$ cat config.mk
export PLATFORM = sky130hd
export DESIGN_NAME = fetch_unit
export DESIGN_NICKNAME = d
export VERILOG_FILES = /design/src/rtl/fetch_unit.sv
export SDC_FILE = /design/constraint.sdc
export NUM_CORES = 1
export LEC_CHECK = 0
export CELL_PAD_IN_SITES_DETAIL_PLACEMENT = 1
export CELL_PAD_IN_SITES_GLOBAL_PLACEMENT = 1
export CORE_UTILIZATION = 40
export DETAILED_ROUTE_END_ITERATION = 7
export PLACE_DENSITY_LB_ADDON = 0.3
export SLEW_MARGIN = 20
export SYNTH_ARGS = -nofsm -noshare
export SYNTH_HDL_FRONTEND = slang
export SYNTH_SLANG_ARGS = --single-unit
$ cat constraint.sdc
create_clock -name clk -period 9.1 [get_ports clk]
set_input_delay 1.365 -clock clk [delete_from_list [all_inputs] [get_ports clk]]
set_output_delay 1.365 -clock clk [all_outputs]
set_load 0.02 [all_outputs]
$ cat src/rtl/fetch_unit.sv
// rtl/fetch_unit.sv - instruction fetch: PC, synchronous imem requests, instruction FIFO, redirect/flush
module fetch_unit #(
   parameter logic [31:0] RESET_PC   = 32'h0000_0000,
   parameter int          FIFO_DEPTH = 2
) (
   input  logic        clk,
   input  logic        rst,
   output logic        imem_req,
   output logic [31:0] imem_addr,
   input  logic [31:0] imem_rdata,
   input  logic        redirect_valid,
   input  logic [31:0] redirect_pc,
   output logic        instr_valid,
   input  logic        instr_ready,
   output logic [31:0] instruction,
   output logic [31:0] instr_pc,
   output logic        misalign_err
);

   localparam int AW = $clog2(FIFO_DEPTH);

   typedef enum logic {
      RUN  = 1'b0,
      HALT = 1'b1
   } state_t;

   state_t          state, state_nx;
   logic [31:0]     pc;
   logic [31:0]     tag;
   logic            inflight;
   logic [31:0]     buf_data [FIFO_DEPTH];
   logic [31:0]     buf_pc   [FIFO_DEPTH];
   logic [AW-1:0]   wptr, rptr;
   logic [AW:0]     count;
   logic [AW+1:0]   occ;
   logic            pop, push, flush;

   assign instr_valid  = (count != '0);
   assign pop          = instr_valid && instr_ready;
   assign instruction  = buf_data[rptr];
   assign instr_pc     = buf_pc[rptr];
   assign imem_addr    = pc;
   assign misalign_err = (state == HALT);

   // Occupancy counts the outstanding request so a response can never overflow the FIFO.
   assign occ = (AW+2)'(count) + (AW+2)'(inflight) - (AW+2)'(pop);

   always_ff @(posedge clk) begin
      if (rst) begin
         state <= RUN;
      end else begin
         state <= state_nx;
      end
   end

   always_comb begin
      state_nx = state;
      imem_req = 1'b0;
      flush    = 1'b0;
      case (state)
         RUN: begin
            if (redirect_valid) begin
               flush = 1'b1;
               if (redirect_pc[1:0] != 2'b00) begin
                  state_nx = HALT;
               end
            end else begin
               imem_req = !rst && (occ < (AW+2)'(FIFO_DEPTH));
            end
         end
         HALT: begin
            flush = 1'b1;
         end
         default: begin
            state_nx = RUN;
         end
      endcase
      push = inflight && !flush;
   end

   always_ff @(posedge clk) begin
      if (rst) begin
         pc       <= RESET_PC;
         tag      <= RESET_PC;
         inflight <= 1'b0;
         count    <= '0;
         wptr     <= '0;
         rptr     <= '0;
      end else begin
         inflight <= imem_req;
         if (imem_req) begin
            pc  <= pc + 32'd4;
            tag <= pc;
         end else if (redirect_valid && state == RUN) begin
            pc <= redirect_pc;
         end
         if (flush) begin
            count <= '0;
            wptr  <= '0;
            rptr  <= '0;
         end else begin
            if (push) begin
               wptr <= wptr + AW'(1);
            end
            if (pop) begin
               rptr <= rptr + AW'(1);
            end
            count <= count + (AW+1)'(push) - (AW+1)'(pop);
         end
      end
   end

   always_ff @(posedge clk) begin
      if (push) begin
         buf_data[wptr] <= imem_rdata;
         buf_pc[wptr]   <= tag;
      end
   end

endmodule
==> impl_metrics.py <==
metrics = {
    "floorplanning": {
        "dieArea_um2": 20100,
        "die_w_um": 142,
        "ios": 167,
        "die_h_um": 142,
        "core_um2": 18900,
        "rows": 50,
        "start_util_pct": 41.3,
    },
    "worst_setup_path": {
        "crit_path_frequent_cell": "clkdlybuf4s50_1",
        "slowest_stage": "clkdlybuf4s50_1",
        "arrival_ns": 4.31,
        "rr_worst_depth": 11,
        "r2r_end": "imem_addr[24]",
        "crit_chain": "clkdlybuf4s50_1 -> nand2_1 -> nor2_1 -> o21ai_0 -> fa_1 -> or4b_1 -> or2_2 -> inv_1 -> clkdlybuf4s50_1",
        "timing_worst_setup_path_type": "in2out",
        "critPathRequiredTime_ns": 7.74,
        "regToRegStartpoint": "count[1]",
        "end_kind": "output pin",
        "r2r_slack_ns": 5.41,
        "crit_fanout": 3,
        "cp-start-kind": "input pin",
        "cpPeakStageDelay_ns": 0.63,
    },
    "sta": {
        "skew_ns": 0.00959,
        "drv_slew": 0,
        "hold_violations": 0,
        "fmax_mhz": 176,
        "fin_tns_setup_ns": 0,
        "relSlewSlack_pct": 30.5,
        "rsz0062_at_grt": "false",
        "tightestPinTransition_ns": 1.04,
        "min_period_ns": 5.68,
        "finalSetupViolations": 0,
        "finalCritPeriodShare_pct": 62.4,
    },
    "cts": {
        "cts_buffers": 17,
        "root_buffer": "clkbuf_16",
        "clockBufferDepth": 2,
        "cts.sink_count": 199,
        "clock_latency_ns": 0.43,
        "cts_tree": "built",
        "cts.clk_slew.worst_paths_ns": 0.07,
        "cts_setup_buffers": 0,
        "ctsHoldBuffers": 0,
        "h-tree-depth": 4,
        "cts_resized": 0,
    },
    "synthesis": {
        "synth.most_common_cell": "edfxtp_1",
        "synthArstFlopShare_pct": 0,
        "ys_types": 43,
        "yosys-top-cells-count": "edfxtp_1 (128), nand2_1 (102), dfxtp_1 (71)",
        "synth_nets": 685,
        "netlist_instances": 614,
        "synth_top_area_share_pct": 49.3,
        "ys_seq_elements": 199,
        "syn_area_per_cell_um2": 12.7,
        "synthFlopType": "edfxtp_1",
        "yosysWarningCount": 0,
        "synth_area_leaders": "edfxtp_1 (49%), dfxtp_1 (18%), mux2_2 (9.5%)",
        "synth_edf_count": 128,
        "synth_seq_area_share_pct": 67.5,
        "syn-cell-area_um2": 7800,
        "yosysTopAreaCell": "edfxtp_1",
    },
    "detailed_routing": {
        "drt-vias-per-instance": 5.27,
        "dr.first_iter.drc_count": 377,
        "avgRoutedWirePerCell_um": 18.2,
        "vias": 5519,
        "drcViolationCount": 0,
        "finalWirelength_um": 19100,
        "ant_nets": 0,
        "drt_first_pass_iters": 4,
    },
    "global_routing": {
        "grt_max_degree": 70,
        "grt_pass1_wl_um": 30500,
        "grt-ovfl-total": 0,
        "antenna_found_initial": 0,
        "grt_usage_pct": 19.7,
        "grt_pass1_vias": 5767,
    },
    "final_layout": {
        "drive_gt1_share_pct": 15.1,
        "final_core_util_pct": 54.7,
        "nFillCells": 1932,
        "synthToLayoutAreaGrowth_pct": 32.4,
        "antenna_cells": 0,
        "fin_nets": 846,
    },
    "min_path": {
        "whs_path_depth": 0,
        "min_delay_worst_endpoint": "buf_pc[0][2]",
        "hold_path_class": "reg2reg",
        "hp-start": "tag[2]",
    },
    "pwr": {
        "power.total_mw": 1.88,
        "p_leak_nw": 3.39,
        "power_density_nw_per_um2": 182,
        "ir_worst_vdd_mv": 0.126,
    },
    "placement": {
        "dp_hpwl_um": 12500,
        "port_buffers": 166,
        "place.gp.congestion": 0.816,
    },
    "job": {
        "cap_violations": 0,
    },
    "status": {
        "status": "finished clean",
    },
}
worst max-delay path by stage:
stage                      startpoint  endpoint  slack (ns)  cells past startpoint
after global routing      instr_ready  imem_req        3.29                      9
after CTS                 instr_ready  imem_req        3.39                      9
after detailed placement  instr_ready  imem_req        3.40                      9
final                     instr_ready  imem_req        3.42                      9
after floorplan           instr_ready  imem_req        4.24                     10
after global placement    instr_ready  imem_req        3.46                      9
critical path: cells and delay by family:
| family | cells | cell delay, ns |
|---|---|---|
| adder cells (fa/ha/maj) | 1 | 0.52 |
| AO/OA/AOI/OAI | 1 | 0.14 |
| buffers and inverters | 3 | 1.26 |
| AND/OR/NAND/NOR | 4 | 1.02 |
layer usage:
metal / track usage [%] / share of wire (%) / vias up
li1: - / - / 2581
met3: 3.88 / 5.4 / 17
met1: 26.3 / 45 / 2747
met4: 6.85 / 1.4 / 0
met5: 0 / 0 / -
met2: 32.2 / 48 / 174
cell type report:
class / instances / area [µm²] / area share (%)
tap: 260 / 325 / 3.15
timing repair buffer: 175 / 1720 / 16.7
clock inverter: 14 / 125 / 1.21
multi-input combinational: 373 / 2400 / 23.3
clock buffer: 18 / 450 / 4.36
sequential: 199 / 5270 / 51.0
inverter: 9 / 33.8 / 0.327
flip-flops by register name, indices dropped and copies added (netlist names), named ones only:
register / cells
tag: 32
buf_pc: 64
count: 2
misalign_err: 1
rptr: 1
imem_addr: 32
buf_data: 64
inflight: 1
wptr: 1
layout by cell type, fill, tap and decap left out, types with 5 or more instances in the layout:
cell and count:
buf_4 9, nand4_1 12, a31oi_1 8, nand3_1 14, o21ai_0 5, xor2_1 10
and3_1 5, nand2_1 102, inv_1 9, inv_6 5, or3_1 8, clkbuf_16 18
o211ai_1 6, clkdlybuf4s50_1 165, nor2_1 21, nor3_1 6, mux2_2 66, dfxtp_1 70
edfxtp_1 128, a21oi_1 60, nor4_1 5
cell families after synthesis:
logic type / synth area share, %
buffers and inverters: 2.05
adders and majority gates: 0.577
DFF: 67.5
muxes: 9.53
and+or+nand+nor: 11.3
xor gates and xnor gates: 1.46
AOI/OAI and AO/OA: 7.60
report_power, final:
part | total [mW] | switching, mW | internal, mW | leakage (nW)
sequential | 1.00 | 0.0243 | 0.978 | 1.74
clock | 0.727 | 0.349 | 0.378 | 0.277
combinational | 0.155 | 0.0789 | 0.0759 | 1.37
total | 1.88 | 0.452 | 1.43 | 3.39
stage by stage:
stage	std cells	hold slack (ns)	area [µm²]	worst slack (ns)
finish	1048	0.456	10300	3.42
global route	1048	0.471	10300	3.29
CTS	1048	0.464	10300	3.39
detailed placement	1016	0.446	9750	3.40
global placement	1016	0.435	9740	3.46
floorplan	614	0.425	7800	4.24
Note: power is estimated with default switching activity, not from simulation.
